File: config.mk
export PLATFORM = sky130hd
export DESIGN_NAME = tron_round_ctrl
export DESIGN_NICKNAME = d
export VERILOG_FILES = /design/src/rtl/tron_pkg.sv /design/src/rtl/tron_tick_div.sv /design/src/rtl/tron_round_ctrl.sv
export SDC_FILE = /design/constraint.sdc
export NUM_CORES = 1
export LEC_CHECK = 0
export ABC_AREA = 1
export ABC_CLOCK_PERIOD_IN_PS = 2200
export CORE_MARGIN = 4
export CORE_UTILIZATION = 30
export DETAILED_ROUTE_END_ITERATION = 8
export GPL_TIMING_DRIVEN = 0
export PLACE_DENSITY_LB_ADDON = 0.25
export SETUP_SLACK_MARGIN = 0.1
export SLEW_MARGIN = 25
export SYNTH_ARGS = -nofsm -noshare
export SYNTH_HDL_FRONTEND = slang
export SYNTH_SLANG_ARGS = --single-unit
File: constraint.sdc
create_clock -name clk -period 2.2 [get_ports clk]
set_clock_uncertainty 0.2 [all_clocks]
set_input_delay 0.55 -clock clk [delete_from_list [all_inputs] [get_ports clk]]
set_output_delay 0.55 -clock clk [all_outputs]
set_load 0.05 [all_outputs]
File: src/rtl/tron_pkg.sv
// Shared types for the light-cycle game: round states, winner codes, step directions.
// Also provides the saturating score increment used by the round controller.
package tron_pkg;

    typedef enum logic [2:0] {
        StIdle,
        StInit,
        StCountdown,
        StRun,
        StCrash,
        StMatchOver
    } round_state_t;

    localparam logic [1:0] WIN_NONE = 2'b00;
    localparam logic [1:0] WIN_P1   = 2'b01;
    localparam logic [1:0] WIN_P2   = 2'b10;
    localparam logic [1:0] WIN_DRAW = 2'b11;

    // Direction encoding shared with the keyboard input block
    typedef enum logic [1:0] {
        DirUp,
        DirRight,
        DirDown,
        DirLeft
    } step_dir_t;

    function automatic logic [3:0] sat_inc(input logic [3:0] v, input logic [3:0] lim);
        return (v >= lim) ? lim : v + 4'd1;
    endfunction

endpackage

File: src/rtl/tron_tick_div.sv
// Game-tick divider: counts 0..DIV-1 while enabled and pulses tick_o on the last count.
// A synchronous clear (or disable) parks the count at zero.
module tron_tick_div #(
    parameter int unsigned DIV = 4
) (
    input  logic clk,
    input  logic reset,
    input  logic en_i,
    input  logic clr_i,
    output logic tick_o
);

    localparam int unsigned CW = (DIV > 1) ? $clog2(DIV) : 1;
    localparam logic [CW-1:0] LAST = CW'(DIV - 1);

    logic [CW-1:0] count_q, count_d;

    assign tick_o = en_i && (count_q == LAST);

    always_comb begin
        count_d = count_q;
        if (clr_i || !en_i) begin
            count_d = '0;
        end else if (count_q == LAST) begin
            count_d = '0;
        end else begin
            count_d = count_q + 1'b1;
        end
    end

    always_ff @(posedge clk) begin
        if (reset) begin
            count_q <= '0;
        end else begin
            count_q <= count_d;
        end
    end

endmodule

File: src/rtl/tron_round_ctrl.sv
// Round/match sequencer for the two-player light-cycle game: arena clear, countdown,
// move-step pulses, crash scoring and match winner. All outputs are registered.
module tron_round_ctrl
    import tron_pkg::*;
#(
    parameter int unsigned TICK_DIV        = 1777778,
    parameter int unsigned CLEAR_CYCLES    = 128,
    parameter int unsigned COUNTDOWN_TICKS = 3,
    parameter int unsigned CRASH_TICKS     = 2,
    parameter int unsigned WIN_SCORE       = 5
) (
    input  logic       clk,
    input  logic       reset,
    input  logic       start,
    input  logic       crash1,
    input  logic       crash2,
    output logic       clear_trails,
    output logic [6:0] clear_idx,
    output logic       step,
    output logic [1:0] countdown,
    output logic       round_active,
    output logic       game_over,
    output logic [1:0] winner,
    output logic [3:0] score1,
    output logic [3:0] score2
);

    localparam logic [6:0] IDX_LAST = 7'(CLEAR_CYCLES - 1);
    localparam logic [1:0] CD_LOAD  = 2'(COUNTDOWN_TICKS);
    localparam int unsigned CTW     = $clog2(CRASH_TICKS + 1);
    localparam logic [CTW-1:0] CT_LAST = CTW'(CRASH_TICKS - 1);
    localparam logic [3:0] WIN      = 4'(WIN_SCORE);

    round_state_t   state_q, state_d;
    logic [6:0]     clear_idx_q, clear_idx_d;
    logic [1:0]     countdown_q, countdown_d;
    logic [CTW-1:0] crash_ticks_q, crash_ticks_d;
    logic [3:0]     score1_q, score1_d, score2_q, score2_d;
    logic [1:0]     winner_q, winner_d;
    logic           step_q, step_d;
    logic           clear_trails_q, clear_trails_d;
    logic           round_active_q, round_active_d;
    logic           game_over_q, game_over_d;
    logic           tick, div_en, state_chg;

    assign div_en = (state_q == StCountdown) || (state_q == StRun) || (state_q == StCrash);

    tron_tick_div #(
        .DIV (TICK_DIV)
    ) u_tick_div (
        .clk    (clk),
        .reset  (reset),
        .en_i   (div_en),
        .clr_i  (state_chg),
        .tick_o (tick)
    );

    always_comb begin
        state_d  = state_q;
        score1_d = score1_q;
        score2_d = score2_q;
        winner_d = winner_q;
        step_d   = 1'b0;

        if (!start) begin
            state_d  = StIdle;
            score1_d = 4'd0;
            score2_d = 4'd0;
            winner_d = WIN_NONE;
        end else begin
            unique case (state_q)
                StIdle: begin
                    state_d  = StInit;
                    score1_d = 4'd0;
                    score2_d = 4'd0;
                    winner_d = WIN_NONE;
                end
                StInit: begin
                    if (clear_idx_q == IDX_LAST) state_d = StCountdown;
                end
                StCountdown: begin
                    if (tick && (countdown_q == 2'd1)) state_d = StRun;
                end
                StRun: begin
                    // A crash pre-empts a coincident tick, so no step is issued
                    if (crash1 || crash2) begin
                        state_d = StCrash;
                        if (crash1 && crash2) begin
                            winner_d = WIN_DRAW;
                        end else if (crash2) begin
                            winner_d = WIN_P1;
                            score1_d = sat_inc(score1_q, WIN);
                        end else begin
                            winner_d = WIN_P2;
                            score2_d = sat_inc(score2_q, WIN);
                        end
                    end else if (tick) begin
                        step_d = 1'b1;
                    end
                end
                StCrash: begin
                    if (tick && (crash_ticks_q == CT_LAST)) begin
                        state_d = ((score1_q == WIN) || (score2_q == WIN)) ? StMatchOver : StInit;
                    end
                end
                StMatchOver: begin
                    state_d = StMatchOver;
                end
                default: state_d = StIdle;
            endcase
        end

        state_chg = (state_d != state_q);

        if (state_d == StInit && state_chg) winner_d = WIN_NONE;

        clear_idx_d = (state_d == StInit && !state_chg) ? clear_idx_q + 7'd1 : 7'd0;

        countdown_d = 2'd0;
        if (state_d == StCountdown) begin
            if (state_chg) begin
                countdown_d = CD_LOAD;
            end else if (tick) begin
                countdown_d = countdown_q - 2'd1;
            end else begin
                countdown_d = countdown_q;
            end
        end

        crash_ticks_d = '0;
        if (state_d == StCrash && !state_chg) begin
            crash_ticks_d = tick ? crash_ticks_q + 1'b1 : crash_ticks_q;
        end

        clear_trails_d = (state_d == StInit);
        round_active_d = (state_d == StRun);
        game_over_d    = (state_d == StMatchOver);
    end

    always_ff @(posedge clk) begin
        if (reset) begin
            state_q        <= StIdle;
            clear_idx_q    <= 7'd0;
            countdown_q    <= 2'd0;
            crash_ticks_q  <= '0;
            score1_q       <= 4'd0;
            score2_q       <= 4'd0;
            winner_q       <= WIN_NONE;
            step_q         <= 1'b0;
            clear_trails_q <= 1'b0;
            round_active_q <= 1'b0;
            game_over_q    <= 1'b0;
        end else begin
            state_q        <= state_d;
            clear_idx_q    <= clear_idx_d;
            countdown_q    <= countdown_d;
            crash_ticks_q  <= crash_ticks_d;
            score1_q       <= score1_d;
            score2_q       <= score2_d;
            winner_q       <= winner_d;
            step_q         <= step_d;
            clear_trails_q <= clear_trails_d;
            round_active_q <= round_active_d;
            game_over_q    <= game_over_d;
        end
    end

    assign clear_trails = clear_trails_q;
    assign clear_idx    = clear_idx_q;
    assign step         = step_q;
    assign countdown    = countdown_q;
    assign round_active = round_active_q;
    assign game_over    = game_over_q;
    assign winner       = winner_q;
    assign score1       = score1_q;
    assign score2       = score2_q;

endmodule

# [After elaboration in Yosys (flattened, before gate mapping)]
# Index checks and enable logic that the tools add are counted.
[word_totals] elab_cells=97 reg_bits=49
[op_classes] n_eq_ne=21 bitwise=5 n_lt_le_gt_ge=2 reduce_logical=27 mux=24 add_sub_neg=6
[op_table] operator="$mux W4" count=8
[op_table] operator="$add A21 B1 Y21 const B" count=1
[op_table] operator="$eq A21 B21 Y1 const B" count=1
[op_table] operator="$mux W3" count=6
[op_table] operator="$pmux W3 S6" count=1
[op_table] operator="$pmux W4 S2" count=2
[op_table] operator="$eq A3 B2 Y1 const B" count=4
[op_table] operator="$eq A3 B3 Y1 const B" count=4
[op_table] operator="$mux W2" count=5
[op_table] operator="$add A4 B1 Y4 const B" count=2
[op_table] operator="$eq A4 B3 Y1 const B" count=2
[op_table] operator="$ge A4 B3 Y1 const B" count=2
[op_table] operator="$reduce_and A4 Y1" count=2
[op_table] operator="$reduce_or A2 Y1" count=4
[op_table] operator="$add A7 B1 Y7 const B" count=1
[op_table] operator="$eq A7 B7 Y1 const B" count=1
[op_table] operator="$logic_and A1 B1 Y1" count=7
[op_table] operator="$eq A3 B1 Y1 const B" count=2
[op_table] operator="$ne A2 B2 Y1 const B" count=3
[op_table] operator="$reduce_or A3 Y1" count=2
[op_table] operator="$logic_or A1 B1 Y1" count=5
[op_table] operator="$not A1 Y1" count=5
[op_table] operator="$eq A2 B1 Y1 const B" count=2
[op_table] operator="$pmux W2 S2" count=1
[op_table] operator="10 further kinds" count=12

# [Depth between registers and ports, before layout]
[depth] depth_word=13 depth_mapped=17

# [Modules after synthesis]
# From an unflattened synthesis, not the netlist that was laid out.
[unflattened] hier_cells=372 hier_area_um2=2665.1
[by_module_without_submodules] module="tron_round_ctrl" cells_per_inst=206 area_per_inst_um2=1496.4 n_inst=1 seq_area_each_um2=560.5
[by_module_without_submodules] module="tron_tick_div" cells_per_inst=166 area_per_inst_um2=1168.6 n_inst=1 seq_area_each_um2=420.4

# [Least setup slack after synthesis]
# Ideal clock, no wire load.
[synth_path] path_type="register -> register" from="register clear_idx_q[0], in the netlist clear_idx[0]" to="register u_tick_div.count_q[18]" arrival_time_ns=2.233 stages_incl_launch_ff=17 slack_ns=-0.294 path_buffers=1 path_cell_list="dfxtp_1 ha_1 nand2_1 nor2_1 nand2_1 nor2_2 nor2_1 nor2_2 nand3_2 nand2_2 nand2_2 nand2_2 nand3_4 inv_4 nand2_4 buf_12 nor2_4"
[synth_via] elab_chain_cells=7
[synth_rtl] item="from (decl)" line="tron_round_ctrl.sv:35" source="logic [6:0] clear_idx_q, clear_idx_d;"
[synth_rtl] item="from (signal assigned)" line="tron_round_ctrl.sv:155" source="clear_idx_q <= clear_idx_d;"
[synth_rtl] item="$eq A7 B7 Y1" line="tron_round_ctrl.sv:79" source="if (clear_idx_q == IDX_LAST) state_d = StCountdown;"
[synth_rtl] item="$mux W3" line="tron_round_ctrl.sv:79"
[synth_rtl] item="$pmux W3 S6" line="tron_round_ctrl.sv:71" source="unique case (state_q)"
[synth_rtl] item="$mux W3" line="tron_round_ctrl.sv:65" source="if (!start) begin"
[synth_rtl] item="$ne A3 B3 Y1" line="tron_round_ctrl.sv:113" source="state_chg = (state_d != state_q);"
[synth_rtl] item="$logic_or A1 B1 Y1" line="tron_tick_div.sv:22" source="if (clr_i || !en_i) begin"
[synth_rtl] item="$reduce_or A3 Y1 (no source line)"
[synth_rtl] item="to (signal assigned)" line="tron_tick_div.sv:35" source="count_q <= count_d;"
[synth_rtl] item="to (decl)" line="tron_tick_div.sv:16" source="logic [CW-1:0] count_q, count_d;"
# No other way between the ends.
# A chain may end at the register's enable or synchronous reset.

# [Worst setup path in the final report]
[layout_path] from="register u_tick_div.count_q[0]" to="register u_tick_div.count_q[3]"
[layout_via] elab_chain_cells=9
[layout_rtl] item="$eq A21 B21 Y1" line="tron_tick_div.sv:18, tron_tick_div.sv:24"
[layout_rtl] item="$logic_and A1 B1 Y1" line="tron_tick_div.sv:18" source="assign tick_o = en_i && (count_q == LAST);"
[layout_rtl] item="$logic_and A1 B1 Y1 (on tied branches)" line="tron_round_ctrl.sv:102, tron_round_ctrl.sv:82"
[layout_rtl] item="$mux W3 (on tied branches)" line="tron_round_ctrl.sv:102, tron_round_ctrl.sv:82"
[layout_rtl] item="$pmux W3 S6" line="tron_round_ctrl.sv:71"
[layout_rtl] item="$mux W3" line="tron_round_ctrl.sv:65"
[layout_rtl] item="$ne A3 B3 Y1" line="tron_round_ctrl.sv:113"
[layout_rtl] item="$logic_or A1 B1 Y1" line="tron_tick_div.sv:22"
[layout_rtl] item="$reduce_or A3 Y1 (no source line)"
# Parallel ways exist; a longest one is shown, timed or not.

==> metrics <==
run status complete, no violations; NumNets Final 422; overall global routing resource usage 11.6%; grt met3 use 2.75%; estimated wirelength of the detail-placed design 3.91 mm; per-cell via count in the routed design 4.42; Syn Nets 357; Vert. Die Dim 103 um; total vias in the final route 2,275; fraction of the mapped netlist area in adder cells 5.06%; xor and xnor fraction of the mapped netlist area 8.70%; top achievable clock speed 0.458 GHz; reported max-cap violation count 0; Port Buffers 26; WS Path Type reg2reg; Fillers 863; synthesized instance count 341; count of final setup violators 0; hold_sp clear_idx[0]; utilization after layout 43.9%; fraction of the yosys area taken by sequential cells 36.1%; NetSw 400 uW; DRT Wirelength 5.93 mm; Global Route met2 Usage 19.6%; yosys synthesis warning count 0; Hold Fails Final Rpt 0; total inserted antenna cells 0; count of boundary I/O pins 28; Synth Register Bits 49; FF-to-FF Start u_tick_div.count_q[0]; Die X 103 um; share of total power in combinational logic 6.7%; fraction of power consumed by sequential logic 53.2%; sum of overflow across all layers after global routing 0; Std-Cell Rows 34; launching element type of the critical path flip-flop; first-pass GRT wire length 9.76 mm; RSZ-0062 raised after global routing yes; commonest cells after routing, fill and taps aside sky130_fd_sc_hd__inv_1 (38), sky130_fd_sc_hd__nand2_1 (38), sky130_fd_sc_hd__dfxtp_1 (36); effective utilization at floorplan 31.0%; synthesized-area fraction occupied by ao, oa, aoi and oai cells 4.42%; slack of the critical path 0.0166 ns; CTS tree built; Worst Path Arrival 2.19 ns; most congested layer reported by global routing met2; power per cell area 434 nW/um^2; share of synthesized area spent on multiplexers 0.414%; pre-CTS setup slack -0.437 ns; dominant combinational cell family by area after synthesis simple AND/OR/NAND/NOR gates; number of remaining DRC errors 0; slew margin rel. 62.3%; combined area of the multi-input logic cells 1810 sq um; mean area per synthesized cell 7.97 sq um; total area of sequential cells 1010 sq um; final critical delay including setup and external delays 2.18 ns; via count of the first global-routing pass 2,162; R2R depth 15; worst ir drop on vdd 0.000233 V; clock latency on the worst-skew pair 0.31 ns; initial antenna violation count 0; endpoint of the worst-slack reg-to-reg timing path u_tick_div.count_q[3]; fin. max-slew vios 0; fraction of synthesis flops using an asynchronous set or reset pin 0%; number of flops mapped to enable cells by yosys 0; largest fanout of any net on the critical path 5; Setup crit end kind flip-flop; Wirelength per Cell 11.5 um; Worst-Margin Slew 0.565 ns; portion of total power attributed to the clock network 40.0%; synthesized cell area 2720 sq um; Root Buffer Master sky130_fd_sc_hd__clkbuf_8; internal power 1270 uW; Antenna Nets Post-Route 0; placeable core region 8760 sq um; Area Growth Syn to Fin 41.5%; number of hold buffers added after cts 0; reg2reg setup slack 0.02 ns; Clock Tree Buf Depth 2; fraction of final layout cells with drive strength greater than 1 39.3%; first-pass iteration count of the detailed router 4; Crit path required time 2.20 ns; net switching fraction of the power 24.0%; Cell variety after synth 31; worst hold endpoint clear_idx[0]; Total Neg Setup Slack 0 ns; Global Route met1 Usage 14.4%; largest net degree at the start of global routing 17; type of the tightest min-delay check reg2reg; Synth Area in Simple Gates 36.4%; clock tree sinks 49; post-route clock period utilization 99.2%; depth of the worst hold-timing path 1; number of buffers created by CTS 5; clock-pin slew of the registers on the worst-case setup and hold paths 0.10 ns; last weighted congestion value of the routability-driven placer 0.796; static leakage 0.00148 uW; number of DRC violations after detailed-routing iteration 0 65; commonest register cell after synthesis sky130_fd_sc_hd__dfxtp_1; floorplan die area 10,700 sq um; Max H-tree Level 2
==> Yosys cell counts (7+ instances only) <==
| library cell | number | area [sq um] |
|---|---|---|
| sky130_fd_sc_hd__o21ai_0 | 7 | 35.0 |
| sky130_fd_sc_hd__inv_2 | 10 | 37.5 |
| sky130_fd_sc_hd__nor2_2 | 7 | 43.8 |
| sky130_fd_sc_hd__nand3_1 | 23 | 115 |
| sky130_fd_sc_hd__a21oi_1 | 13 | 65.1 |
| sky130_fd_sc_hd__nand2_2 | 7 | 43.8 |
| sky130_fd_sc_hd__dfxtp_1 | 49 | 981 |
| sky130_fd_sc_hd__inv_1 | 40 | 150 |
| sky130_fd_sc_hd__xor2_1 | 22 | 193 |
| sky130_fd_sc_hd__nor3_1 | 9 | 45.0 |
| sky130_fd_sc_hd__ha_1 | 11 | 138 |
| sky130_fd_sc_hd__nand2_1 | 51 | 191 |
| sky130_fd_sc_hd__nor2_1 | 38 | 143 |
| sky130_fd_sc_hd__nor2_4 | 21 | 236 |
==> power by group through the flow <==
stage                     clock [uW]  sequential [uW]  combinational [uW]
after detailed placement           0              911                72.7
after floorplan                    0              920                40.0
after global placement             0              912                73.0
final                            669              889                 113
after global routing             719              890                 122
after CTS                        695              889                98.8
==> worst max-delay path: stages (launching register included) <==
cell                      delay (ns)
sky130_fd_sc_hd__dfxtp_4        0.39
sky130_fd_sc_hd__ha_4           0.14
sky130_fd_sc_hd__nand2_4        0.04
sky130_fd_sc_hd__nor3_4         0.13
sky130_fd_sc_hd__nand2_2        0.09
sky130_fd_sc_hd__nor2_4         0.16
sky130_fd_sc_hd__nand4_1        0.11
sky130_fd_sc_hd__nand3_2        0.14
sky130_fd_sc_hd__nand2_4        0.08
sky130_fd_sc_hd__nand2_2        0.08
sky130_fd_sc_hd__nand2_2        0.06
sky130_fd_sc_hd__nand3_4        0.10
sky130_fd_sc_hd__inv_4          0.06
sky130_fd_sc_hd__nand2_8        0.10
sky130_fd_sc_hd__buf_12         0.15
sky130_fd_sc_hd__nor2_4         0.03
==> sequential cells by signal (all words and copies together) (netlist names), 2 cells and up <==
| name | cells |
|---|---|
| clear_idx | 7 |
| score2 | 4 |
| countdown | 2 |
| state_q | 3 |
| u_tick_div.count_q | 21 |
| winner | 2 |
| crash_ticks_q | 2 |
| score1 | 4 |
==> what timing repair did <==
action / 4_1_cts / 5_1_grt
gates cloned: 2 / 0
pin swaps: 19 / 21
endpoints found under the setup margin: 56 / 46
buffers inserted: 25 / 8
gates resized for setup: 57 / 52
==> metal layers <==
layer,share of wire [%],up-vias,wire length [um]
met5,0,-,0
li1,-,1200,-
met4,1.6,0,95
met1,44,1049,2620
met3,2.3,7,136
met2,52,19,3080
==> kinds of logic after synthesis <==
family,count (synthesis)
buffers and inverters,55
AOI/OAI and AO/OA,23
muxes,1
and+or+nand+nor,175
xor gates and xnor gates,27
DFF,49
adders and majority gates,11
==> worst max path at each step <==
stage | startpoint | to | slack, ns
3_3_place_gp | crash1 | clear_idx[0] | -0.44
6_report | u_tick_div.count_q[0] | u_tick_div.count_q[3] | 0.02
4_1_cts | u_tick_div.count_q[1] | u_tick_div.count_q[15] | -0.04
5_1_grt | clear_idx[0] | u_tick_div.count_q[3] | -0.14
3_5_place_dp | crash1 | u_tick_div.count_q[3] | -0.44
2_1_floorplan | clear_idx[1] | u_tick_div.count_q[18] | 0.09
==> per-stage QoR <==
step                      instances  cell area (sq um)  hold slack, ns  power [uW]
final                           515               3850           0.247        1670
after global routing            515               3850           0.258        1730
after detailed placement        475               3160           0.238         984
after global placement          475               3160           0.236         985
after floorplan                 341               2760           0.261         960
after CTS                       510               3610           0.253        1680
==> area by class of cell <==
type | count | area share [%]
Tap cell | 108 | 3.51
Clock buffer | 5 | 1.79
Clock inverter | 3 | 1.20
Timing Repair Buffer | 58 | 14.1
Sequential cell | 49 | 26.2
Multi-Input combinational cell | 237 | 46.9
Inverter | 52 | 5.14
Buffer | 3 | 1.14
Note: power is estimated with default switching activity, not from simulation.
